**src/rtl/nav_move_scheduler.sv**
```systemverilog
// nav_move_scheduler: turns per-lane spike edges and sensor move commands into
// a single stream of moves for the position accumulator.
//  - spike rising edges are counted per lane in 3-bit saturating counters
//  - a 5-way round-robin arbiter (lanes 0-3, command port 4) picks the next move
//  - a two-state FSM (IDLE/ISSUE) presents one move at a time with valid/ready
// Optional feature: define NAV_SPIKE_COALESCE_EN to issue a lane's whole pending
// count as one move instead of one move per spike.
module nav_move_scheduler (
    input  logic        clk,
    input  logic        rst_n,
    input  logic        enable,
    input  logic [3:0]  spike_in,
    input  logic        cmd_valid,
    input  logic [1:0]  cmd_dir,
    input  logic [15:0] cmd_mag,
    output logic        cmd_ready,
    output logic        move_valid,
    output logic [1:0]  move_dir,
    output logic [15:0] move_mag,
    input  logic        move_ready,
    input  logic        clear_ovf,
    output logic [3:0]  ovf,
    output logic        irq,
    output logic        busy
);

    typedef enum logic {IDLE = 1'b0, ISSUE = 1'b1} state_t;

    state_t           state, state_nxt;
    logic [3:0]       spike_prev;
    logic [3:0]       rise;
    logic [3:0][2:0]  pending, pending_nxt;
    logic [2:0]       last_grant, last_grant_nxt;
    logic [3:0]       ovf_set, ovf_nxt;
    logic [4:0]       req;
    logic             any_req;
    logic [2:0]       winner;
    logic [3:0]       consume;
    logic [1:0]       move_dir_nxt;
    logic [15:0]      move_mag_nxt;
    logic [15:0]      lane_mag;

    assign rise = spike_in & ~spike_prev;

    // requesters: lanes with a non-zero count, plus the command port
    always_comb begin
        for (int i = 0; i < 4; i++) begin
            req[i] = (pending[i] != 3'd0);
        end
        req[4] = cmd_valid;
    end

    assign any_req = |req;

`ifdef NAV_SPIKE_COALESCE_EN
    // coalesced magnitude: stored count plus this cycle's rise, capped at 7
    logic [3:0][2:0] coal_cnt;
    always_comb begin
        for (int i = 0; i < 4; i++) begin
            coal_cnt[i] = (pending[i] == 3'd7) ? 3'd7 : (pending[i] + {2'b00, rise[i]});
        end
    end
    assign lane_mag = {13'd0, coal_cnt[winner[1:0]]};
`else
    assign lane_mag = 16'd1;
`endif

    // round-robin search starting one past the previous winner
    always_comb begin
        logic found;
        winner = 3'd0;
        found  = 1'b0;
        for (int k = 1; k <= 5; k++) begin
            int idx;
            idx = (int'(last_grant) + k) % 5;
            if (!found && req[3'(idx)]) begin
                winner = 3'(idx);
                found  = 1'b1;
            end
        end
    end

    // FSM next state, grant decision and move register loads
    always_comb begin
        state_nxt      = state;
        last_grant_nxt = last_grant;
        move_dir_nxt   = move_dir;
        move_mag_nxt   = move_mag;
        consume        = 4'b0000;
        cmd_ready      = 1'b0;
        case (state)
            IDLE: begin
                if (enable && any_req) begin
                    last_grant_nxt = winner;
                    if (winner == 3'd4) begin
                        // gate with rst_n so the port never acks during reset
                        cmd_ready = rst_n;
                        // zero-magnitude commands are consumed without a move
                        if (cmd_mag != 16'd0) begin
                            state_nxt    = ISSUE;
                            move_dir_nxt = cmd_dir;
                            move_mag_nxt = cmd_mag;
                        end
                    end else begin
                        consume[winner[1:0]] = 1'b1;
                        state_nxt            = ISSUE;
                        move_dir_nxt         = winner[1:0];
                        move_mag_nxt         = lane_mag;
                    end
                end
            end
            ISSUE: begin
                if (move_ready) begin
                    state_nxt = IDLE;
                end
            end
            default: state_nxt = IDLE;
        endcase
    end

    // pending counter update and overflow detection
    always_comb begin
        for (int i = 0; i < 4; i++) begin
            ovf_set[i]     = 1'b0;
            pending_nxt[i] = pending[i];
            if (consume[i]) begin
`ifdef NAV_SPIKE_COALESCE_EN
                pending_nxt[i] = 3'd0;
`else
                // granted lanes have pending >= 1, so this cannot wrap
                pending_nxt[i] = pending[i] + {2'b00, rise[i]} - 3'd1;
`endif
            end else if (rise[i]) begin
                if (pending[i] == 3'd7) begin
                    ovf_set[i] = 1'b1;
                end else begin
                    pending_nxt[i] = pending[i] + 3'd1;
                end
            end
        end
        // a fresh overflow beats a simultaneous clear
        ovf_nxt = (clear_ovf ? 4'b0000 : ovf) | ovf_set;
    end

    // FSM state register
    always_ff @(posedge clk or negedge rst_n) begin
        if (!rst_n) begin
            state <= IDLE;
        end else begin
            state <= state_nxt;
        end
    end

    // datapath registers: spike history, counters, arbiter pointer, move, flags
    always_ff @(posedge clk or negedge rst_n) begin
        if (!rst_n) begin
            spike_prev <= 4'b0000;
            pending    <= '0;
            last_grant <= 3'd4;
            move_dir   <= 2'd0;
            move_mag   <= 16'd0;
            ovf        <= 4'b0000;
        end else begin
            spike_prev <= spike_in;
            pending    <= pending_nxt;
            last_grant <= last_grant_nxt;
            move_dir   <= move_dir_nxt;
            move_mag   <= move_mag_nxt;
            ovf        <= ovf_nxt;
        end
    end

    assign move_valid = (state == ISSUE);
    assign busy       = (state == ISSUE);
    assign irq        = |ovf;

endmodule

```
**config.mk**
```make
export PLATFORM = sky130hd
export DESIGN_NAME = nav_move_scheduler
export DESIGN_NICKNAME = d
export VERILOG_FILES = /design/src/rtl/nav_move_scheduler.sv
export SDC_FILE = /design/constraint.sdc
export NUM_CORES = 1
export LEC_CHECK = 0
export CORE_ASPECT_RATIO = 1.25
export CORE_UTILIZATION = 39
export CTS_CLUSTER_SIZE = 10
export DETAILED_ROUTE_END_ITERATION = 12
export GPL_TIMING_DRIVEN = 1
export PLACE_DENSITY = 0.68
export SLEW_MARGIN = 25
export SYNTH_ARGS = -nofsm -noshare
export SYNTH_HDL_FRONTEND = slang
export SYNTH_SLANG_ARGS = --single-unit
```
**constraint.sdc**
```tcl
create_clock -name clk -period 7.6 [get_ports clk]
set_input_delay 1.52 -clock clk [delete_from_list [all_inputs] [get_ports clk]]
set_output_delay 1.52 -clock clk [all_outputs]
set_load 0.1 [all_outputs]
```
==> impl_metrics.env, run 1 <==
export IMPL_run_status="finished, final reports clean"
export IMPL_hp_class="register to register"
export IMPL_die_area_mm2=0.0120
export IMPL_critPathLaunchType="register"
export IMPL_rsz_0062_raised_after_global_routing="no"
export IMPL_slew_viol_final=0
export IMPL_crit_required_ns=6.08
export IMPL_cts_reportedPaths_clkPinSlew_ns=0.06
export IMPL_finalSetupViolCount=0
export IMPL_gr_usage_met2_pct=37.6
export IMPL_final_setup_skew_ns=0.00256
export IMPL_r2r_end="move_mag[1]"
export IMPL_yosys_mux_area_fraction_pct=9.88
export IMPL_area_growth_syn_to_layout_pct=17.3
export IMPL_post_synth_cell_area_avg_um2=8.72
export IMPL_grt_antenna_before_repair=0
export IMPL_synth_commonest_cells="nand2_1 (51), inv_1 (45), ha_1 (43), dfrtp_1 (41), mux2i_1 (39)"
export IMPL_syn_instance_count=519
export IMPL_place_detailed_hpwl_um=9190
export IMPL_final_layout_size_suffix_gt1_share_pct=10.1
export IMPL_global_route_usage_met3_pct=3.70
export IMPL_detail_routed_via_count_per_cell=5.81
export IMPL_post_synth_xor_area_fraction_pct=2.32
export IMPL_chipWidth_um=98.3
export IMPL_place_detailed_instances=690
export IMPL_post_layout_nonfiller_instances=698
export IMPL_timing_critical_path_arrival_ns=5.54
export IMPL_top_level_ports=54
export IMPL_synthMostInstantiatedCell="nand2_1"
export IMPL_end_kind="output pin"
export IMPL_crit_top_cell="ha_1"
export IMPL_grt_start_max_net_pins=44
export IMPL_area_sequential_mm2=0.00105
export IMPL_reg2reg_slack_ns=2.12
export IMPL_ys_seq_elements=42
export IMPL_detail_route_wl_per_cell_um=16.9
export IMPL_routed_wirelength_um=11800
export IMPL_fin_tns_setup_ns=0
export IMPL_gr_usage_all_layers_pct=20.7
export IMPL_cts_hold_fix_buffers=0
export IMPL_synth_edff_count=0
export IMPL_hp_start="move_mag[13]"
export IMPL_cts_root_buf="clkbuf_16"
export IMPL_firstDrtPassIters=4
export IMPL_routing_usage_on_met1_pct=23.4
export IMPL_layout_nets=633
export IMPL_fillerInstances=1057
export IMPL_report_final_hold_viol_count=0
export IMPL_finalWeightedCongestion=0.910
export IMPL_grt_most_used_layer="met2"
export IMPL_detailed_route_via_count=4055
export IMPL_cp_slowest_stage_delay_ns=0.60
export IMPL_yosys_area_share_simple_pct=22.1
export IMPL_synthFlopType="dfrtp_1"
export IMPL_post_synth_top_area_cell="dfrtp_1"
export IMPL_tritoncts_num_buffers=5
export IMPL_clock_sink_count=42
export IMPL_hold_path_cell_count=2
export IMPL_synth_async_reset_ratio_pct=100
export IMPL_floorplan_core_area_mm2=0.0112
export IMPL_timing_final_crit_period_ns=7.06
export IMPL_synthesis_area_mm2=0.00452
export IMPL_largest_family_of_logic_cells_by_synthesized_area="compound AO/OA/AOI/OAI gates"
export IMPL_grt_pass1_vias=4187
export IMPL_multiInputGateArea_mm2=0.00316
export IMPL_synth_compound_area_share_pct=23.5
export IMPL_fmax_mhz=142
export IMPL_ys_warnings_count=0
export IMPL_worstSkewPairLatency_ns=0.28
export IMPL_max_cap_violations=0
export IMPL_crit_path_top_delay_cell="ha_2"
export IMPL_synth_area_top_cells="dfrtp_1 (23%), ha_1 (12%), mux2i_1 (8.6%)"
export IMPL_tritoncts="done"
export IMPL_worst_r2r_startpoint="last_grant[1]"
export IMPL_post_cts_resize_count=0
export IMPL_placement_io_buffers=53
export IMPL_netlist_area_leader_share_pct=22.7
export IMPL_synth_lib_cells_used_distinct=96
export IMPL_drc_violations_left=0
export IMPL_post_synth_fa_ha_maj_area_fraction_pct=11.9
export IMPL_worstPathMaxFanout=18
export IMPL_mappedNetlistNets=590
export IMPL_initial_core_util_pct=40.4
export IMPL_slew_margin_rel_pct=32.9
export IMPL_crit_type="register to output pin"
export IMPL_drt_initial_drc_count=167
export IMPL_grt_pass1_wl_um=19900
export IMPL_yosysSeqAreaShare_pct=23.3
export IMPL_worst_pin_slew_ns=1.00
export IMPL_min_delay_worst_endpoint="move_mag[13]"
export IMPL_antenna_left=0
export IMPL_cts_htree_levels=2
export IMPL_period_share_pct=92.9
export IMPL_grt_overflow_total=0
export IMPL_critical_path_cell_chain="clkinv_1, ha_2, ha_1, nor2_1, a211o_1, and2_1, ha_1, nor2b_1, or3_1, a21oi_1, nor3_1, a22oi_1, o32ai_2, nor3_2, and2_2, a21o_1, and3_1, buf_12"
export IMPL_clock_path_buffers=2
export IMPL_n_antenna_cell=0
export IMPL_placement_rows=43
export IMPL_reg2reg_depth=18
export IMPL_post_cts_setup_buffer_count=0
export IMPL_die_y_um=122
stage by stage:
step / area, um2 / setup slack [ns] / hold WS [ns] / util (%)
global route: 5310 / 0.0905 / 0.540 / 47.4
detailed placement: 5130 / 0.831 / 0.509 / 45.9
finish: 5310 / 0.538 / 0.516 / 47.4
floorplan: 4520 / 1.33 / 0.550 / -
CTS: 5300 / 0.467 / 0.522 / 47.4
global placement: 5130 / 1.01 / 0.499 / 45.9
cell type report:
cell class / instances / area share, %
Multi-Input combinational cell: 406 / 59.5
Clock inverter: 2 / 0.707
Clock buffer: 6 / 2.43
Sequential cell: 42 / 19.8
Tap cell: 135 / 3.18
Inverter: 49 / 3.51
Timing Repair Buffer: 58 / 10.8
how the worst max path moves through the flow:
stage,start,to,slack (ns),cells after the start
after floorplan,last_grant[1],cmd_ready,1.33,19
after global placement,last_grant[1],cmd_ready,1.01,18
after detailed placement,last_grant[1],cmd_ready,0.83,18
after CTS,last_grant[1],cmd_ready,0.47,18
after global routing,last_grant[1],cmd_ready,0.09,18
final,last_grant[1],cmd_ready,0.54,18
worst max-delay path: cells and delay by family, from the launching register on:
family,cells,cell delay (ns)
and+or+nand+nor,8,1.64
AOI/OAI and AO/OA,5,1.43
adders and majority gates,3,1.07
buffers and inverters,2,0.56
DFF,1,0.54
cell families after synthesis:
group,after synthesis
AND/OR/NAND/NOR,177
AO/OA/AOI/OAI,134
multiplexers,43
adder cells (fa/ha/maj),43
flip-flops,42
buffers and inverters,71
XOR/XNOR,9
layout by cell type (no fill, tap or decap), drive strengths merged, types with 3 or more instances in the layout:
cell	n
o311ai	3
nand2	51
mux2	3
nor2	22
and3	4
or3b	3
a211o	4
a31oi	3
buf	7
o31a	3
a221oi	3
nor4	8
xnor2	9
o31ai	3
a21oi	26
a21o	6
inv	48
or2	3
mux2i	39
nor2b	15
clkbuf	6
and2	9
nand4b	4
o21ai	22
clkdlybuf4s50	51
a22oi	5
nor3	9
ha	43
a22o	3
nand3	16
o211ai	10
dfrtp	41
or3	6
o2111ai	6
a32o	7
a211oi	8
nor3b	5
nand2b	13
layer usage:
layer / wire length, um / vias up
met5: 0 / -
met1: 4910 / 1929
met2: 5920 / 115
li1: - / 1986
met4: 367 / 0
met3: 564 / 25
state kept, by name, indices dropped and copies added (netlist names):
name	count
busy	1
move_dir	2
move_mag	16
ovf	4
last_grant	3
pending	12
spike_prev	4
Power of run 1 is not shown: default switching activity piles up to over one toggle a cycle in this logic, so the estimate is an artifact.
==> inputs of run 2 (changes only) <==
--- a/config.mk
+++ b/config.mk
@@ -6,11 +6,12 @@
 export NUM_CORES = 1
 export LEC_CHECK = 0
 export CORE_ASPECT_RATIO = 1.25
-export CORE_UTILIZATION = 39
+export CORE_UTILIZATION = 55
 export CTS_CLUSTER_SIZE = 10
 export DETAILED_ROUTE_END_ITERATION = 12
+export DONT_BUFFER_PORTS = 1
 export GPL_TIMING_DRIVEN = 1
-export PLACE_DENSITY = 0.68
+export PLACE_DENSITY = 0.79
 export SLEW_MARGIN = 25
 export SYNTH_ARGS = -nofsm -noshare
 export SYNTH_HDL_FRONTEND = slang
==> impl_metrics.env, run 2 (synthesis results as in run 1) <==
export IMPL_run_status="finished, final reports clean"
export IMPL_post_cts_resize_count=0
export IMPL_gr_usage_met2_pct=46.8
export IMPL_grt_pass1_vias=3962
export IMPL_largest_register="move_mag"
export IMPL_worstPathMaxFanout=18
export IMPL_fin_tns_setup_ns=0
export IMPL_crit_top_cell="ha_1"
export IMPL_final_setup_worst_slack_ns=0.419
export IMPL_tritoncts_num_buffers=5
export IMPL_top_level_ports=54
export IMPL_critical_path_cell_chain="clkinv_1, ha_1, ha_1, nor2_1, a211o_1, and2_1, ha_1, nor2b_1, or3_1, a21oi_1, nor3_1, a22oi_1, o32ai_2, nor3_2, and2_2, a21o_1, and3_1, buf_12"
export IMPL_detailed_route_via_count=3981
export IMPL_mostFrequentLayoutCell="nand2_1"
export IMPL_hold_worst_slack_ns=0.590
export IMPL_drt_initial_drc_count=213
export IMPL_finalWeightedCongestion=0.929
export IMPL_grt_overflow_total=0
export IMPL_cts_root_buf="clkbuf_8"
export IMPL_clock_sink_count=42
export IMPL_final_layout_size_suffix_gt1_share_pct=10.6
export IMPL_detail_routed_via_count_per_cell=6.58
export IMPL_n_antenna_cell=0
export IMPL_die_y_um=103
export IMPL_initial_core_util_pct=57.4
export IMPL_timing_critical_path_arrival_ns=5.66
export IMPL_report_final_hold_viol_count=0
export IMPL_cts_hold_fix_buffers=0
export IMPL_die_area_mm2=0.00859
export IMPL_critPathLaunchType="register"
export IMPL_grt_antenna_before_repair=0
export IMPL_placement_rows=36
export IMPL_cp_slowest_stage_delay_ns=0.67
export IMPL_crit_type="register to output pin"
export IMPL_final_setup_skew_ns=0.00918
export IMPL_crit_required_ns=6.08
export IMPL_end_kind="output pin"
export IMPL_period_share_pct=94.5
export IMPL_layout_top_registers="move_mag: 16 flops, pending: 12 flops"
export IMPL_slew_margin_rel_pct=31.7
export IMPL_finalSetupViolCount=0
export IMPL_placement_io_buffers=0
export IMPL_post_layout_nonfiller_instances=605
export IMPL_cts_htree_levels=2
export IMPL_antenna_left=0
export IMPL_firstDrtPassIters=5
export IMPL_floorplan_core_area_mm2=0.00788
export IMPL_grt_pass1_wl_um=18100
export IMPL_timing_final_crit_period_ns=7.18
export IMPL_hp_class="register to register"
export IMPL_place_detailed_instances=597
export IMPL_clock_path_buffers=2
export IMPL_tritoncts="done"
export IMPL_drc_violations_left=0
export IMPL_grt_most_used_layer="met2"
export IMPL_max_cap_violations=0
export IMPL_post_cts_setup_buffer_count=0
export IMPL_routed_wirelength_um=11100
export IMPL_crit_path_top_delay_cell="ha_1"
export IMPL_largest_register_ffs=16
export IMPL_routing_usage_on_met1_pct=28.1
export IMPL_grt_start_max_net_pins=44
export IMPL_worst_pin_slew_ns=1.02
export IMPL_layout_nets=580
export IMPL_fmax_mhz=139
export IMPL_global_route_usage_met3_pct=4.68
export IMPL_chipWidth_um=83.1
export IMPL_placement_setup_worst_slack_ns=0.832
export IMPL_detail_route_wl_per_cell_um=18.4
export IMPL_worstSkewPairLatency_ns=0.30
export IMPL_gr_usage_all_layers_pct=25.8
export IMPL_final_cell_mix="nand2_1 (51), inv_1 (45), ha_1 (43)"
export IMPL_cts_reportedPaths_clkPinSlew_ns=0.09
export IMPL_place_detailed_hpwl_um=8550
export IMPL_area_growth_syn_to_layout_pct=3.32
export IMPL_rsz_0062_raised_after_global_routing="no"
export IMPL_slew_viol_final=0
-- run 2: area by class of cell --
type | instances | area (um2)
inverters | 49 | 186
well taps | 95 | 119
clock inverters | 2 | 37.5
flip-flops and latches | 42 | 1050
multi-input cells | 406 | 3150
repair buffers | 5 | 50.0
clock buffers | 6 | 72.6
fillers | 644 | 3210
-- run 2: path summary, 6_finish.rpt --
kind	end	startpoint	slack [ns]	cells after the start
max in group asynchronous	last_grant[2]	rst_n	6.51	0
hold / removal	pending[11]	pending[11]	0.59	2
hold reg to reg	pending[11]	pending[11]	0.59	2
min in group asynchronous	spike_prev[0]	rst_n	0.91	0
setup reg to reg	pending[4]	last_grant[1]	1.94	18
setup / recovery	cmd_ready	last_grant[1]	0.42	18
-- run 2: per-stage QoR --
stage | cell area (um2) | utilization, %
after detailed placement | 4560 | 57.9
after global placement | 4560 | 57.9
after global routing | 4670 | 59.3
after CTS | 4670 | 59.3
final | 4670 | 59.3
after floorplan | 4520 | -
-- run 2: metal layers --
metal / wire length [um] / vias to the layer above
met5: 0 / -
met4: 579 / 0
met3: 718 / 52
met2: 5490 / 164
met1: 4360 / 1889
li1: - / 1876
-- run 2: critical path, delay by kind of cell, from the launching register on --
family | cells | cell delay, ns
adder cells (fa/ha/maj) | 3 | 1.19
flip-flops | 1 | 0.52
AND/OR/NAND/NOR | 8 | 1.65
buffers and inverters | 2 | 0.52
AO/OA/AOI/OAI | 5 | 1.47
Power of run 2 is left out for the same reason.
==> inputs of run 3 (changes only) <==
--- a/config.mk
+++ b/config.mk
@@ -5,13 +5,15 @@
 export SDC_FILE = /design/constraint.sdc
 export NUM_CORES = 1
 export LEC_CHECK = 0
+export ABC_CLOCK_PERIOD_IN_PS = 7600
 export CORE_ASPECT_RATIO = 1.25
 export CORE_UTILIZATION = 55
-export CTS_CLUSTER_SIZE = 10
+export CTS_CLUSTER_SIZE = 14
 export DETAILED_ROUTE_END_ITERATION = 12
 export DONT_BUFFER_PORTS = 1
 export GPL_TIMING_DRIVEN = 1
 export PLACE_DENSITY = 0.79
+export REMOVE_ABC_BUFFERS = 1
 export SLEW_MARGIN = 25
 export SYNTH_ARGS = -nofsm -noshare
 export SYNTH_HDL_FRONTEND = slang
==> impl_metrics.env, run 3 (synthesis results as in run 1) <==
export IMPL_final_layout_size_suffix_gt1_share_pct=11.0
export IMPL_layout_nets=580
export IMPL_crit_path_top_delay_cell="ha_1"
export IMPL_grt_start_max_net_pins=44
export IMPL_report_final_hold_viol_count=0
export IMPL_placement_io_buffers=0
export IMPL_place_detailed_hpwl_um=8020
export IMPL_timing_final_crit_period_ns=7.06
export IMPL_placement_rows=36
export IMPL_antenna_left=0
export IMPL_critical_path_cell_chain="clkinv_1, ha_1, ha_1, nor2_1, a211o_1, and2_1, ha_1, nor2b_1, or3_1, a21o_1, a22oi_1, nor3_1, o32ai_2, nor3_2, and2_2, a21o_2, and3_1, buf_12"
export IMPL_max_cap_violations=0
export IMPL_fin_tns_setup_ns=0
export IMPL_grt_antenna_before_repair=0
export IMPL_floorplan_core_area_mm2=0.00788
export IMPL_chipWidth_um=83.1
export IMPL_grt_pass1_vias=4022
export IMPL_area_sequential_mm2=0.00105
export IMPL_worstPathMaxFanout=18
export IMPL_crit_top_cell="ha_1"
export IMPL_cts_hold_fix_buffers=0
export IMPL_n_antenna_cell=0
export IMPL_mostFrequentLayoutCell="nand2_1"
export IMPL_grt_overflow_total=0
export IMPL_gr_usage_all_layers_pct=26.2
export IMPL_cts_root_buf="clkbuf_8"
export IMPL_drc_violations_left=0
export IMPL_multiInputGateArea_mm2=0.00316
export IMPL_final_setup_skew_ns=0.00760
export IMPL_cts_reportedPaths_clkPinSlew_ns=0.10
export IMPL_finalWeightedCongestion=0.898
export IMPL_largest_register="move_mag"
export IMPL_final_cell_mix="nand2_1 (51), inv_1 (45), ha_1 (43)"
export IMPL_path_buf_inv=2
export IMPL_period_share_pct=92.9
export IMPL_slew_margin_rel_pct=34.8
export IMPL_die_y_um=103
export IMPL_worstSkewPairLatency_ns=0.31
export IMPL_cts_htree_levels=2
export IMPL_cp_slowest_stage_delay_ns=0.62
export IMPL_clock_path_buffers=2
export IMPL_post_route_cell_area_mm2=0.00466
export IMPL_firstDrtPassIters=5
export IMPL_crit_required_ns=6.08
export IMPL_hp_class="register to register"
export IMPL_fmax_mhz=142
export IMPL_area_growth_syn_to_layout_pct=3.07
export IMPL_tritoncts="done"
export IMPL_initial_core_util_pct=57.4
export IMPL_fillerInstances=683
export IMPL_clock_sink_count=42
export IMPL_drt_initial_drc_count=244
export IMPL_die_area_mm2=0.00859
export IMPL_routed_wirelength_um=10600
export IMPL_finalSetupViolCount=0
export IMPL_detail_route_wl_per_cell_um=17.5
export IMPL_tritoncts_num_buffers=5
export IMPL_end_kind="output pin"
export IMPL_worst_pin_slew_ns=0.978
export IMPL_slew_viol_final=0
export IMPL_detailed_route_via_count=3933
export IMPL_crit_type="register to output pin"
export IMPL_run_status="finished, final reports clean"
export IMPL_hold_worst_slack_ns=0.601
export IMPL_grt_pass1_wl_um=18300
export IMPL_rsz_0062_raised_after_global_routing="no"
export IMPL_critPathLaunchType="register"
export IMPL_top_level_ports=54
export IMPL_timing_critical_path_arrival_ns=5.54
export IMPL_detail_routed_via_count_per_cell=6.50
export IMPL_layout_top_registers="move_mag: 16 flops, pending: 12 flops"
export IMPL_post_cts_setup_buffer_count=0
export IMPL_crit_family="compound AO/OA/AOI/OAI gates"
export IMPL_postPlaceCellArea_mm2=0.00456
export IMPL_largest_register_ffs=16
-- run 3: changes by cell type in the layout (fill, tap and decap cells not counted), sizes merged --
| cell | before | now |
|---|---|---|
| inv | 48 | 50 |
| bufinv | 1 | 0 |
| clkbuf | 6 | 5 |
| clkinv | 1 | 2 |
| clkinvlp | 1 | 0 |
-- run 3: area by class of cell --
| cell class | instances | share of cell area (%) |
|---|---|---|
| Multi-Input combinational cell | 406 | 67.7 |
| Clock buffer | 5 | 1.48 |
| Sequential cell | 42 | 22.6 |
| Clock inverter | 3 | 0.617 |
| Inverter | 49 | 4.00 |
| Timing Repair Buffer | 5 | 1.07 |
| Tap cell | 95 | 2.55 |
-- run 3: metrics by stage --
| stage | setup slack [ns] | cells | utilization (%) |
|---|---|---|---|
| 6_report | 0.537 | 605 | 59.1 |
| 5_1_grt | 0.129 | 605 | 59.1 |
| 4_1_cts | 0.415 | 605 | 59.1 |
| 3_5_place_dp | 0.773 | 597 | 57.9 |
| 3_3_place_gp | 0.959 | 597 | 57.9 |
| 2_1_floorplan | 0.217 | 497 | - |
-- run 3: repair_timing --
item,4_1_cts,5_1_grt
hold endpoints to repair,0,0
endpoints found under the setup margin,0,1
resized for setup,0,1
-- run 3: worst register-to-register path, cell delays in order (launching register included) --
cell and delay (ns):
dfrtp_1 0.59, clkinv_1 0.39, ha_1 0.62, ha_1 0.27, nor2_1 0.09, a211o_1 0.36
and2_1 0.22, ha_1 0.24, nor2b_1 0.16, or3_1 0.33, a21o_1 0.23, a22oi_1 0.19
nor3_1 0.09, o32ai_2 0.38, a31oi_1 0.17, o31ai_1 0.57, nor2_1 0.25, nand2_1 0.21
mux2i_1 0.20
-- run 3: final timing paths --
path / slack, ns / cells after the start / endpoint / start
worst max-delay path: 0.54 / 18 / cmd_ready / last_grant[1]
worst min-delay path: 0.60 / 2 / pending[11] / pending[11]
worst max register to register: 1.98 / 18 / pending[3] / last_grant[1]
worst min register to register: 0.60 / 2 / pending[11] / pending[11]
max in group asynchronous: 6.53 / 0 / last_grant[2] / rst_n
min in group asynchronous: 0.89 / 0 / last_grant[0] / rst_n
-- run 3: metal layers --
metal	GRT usage (%)	wire (um)	up-vias
li1	-	-	1882
met1	30.9	4390	1865
met2	47.6	5200	147
met3	4.68	663	39
met4	10.5	313	0
met5	0	0	-
Power of run 3 is left out for the same reason.
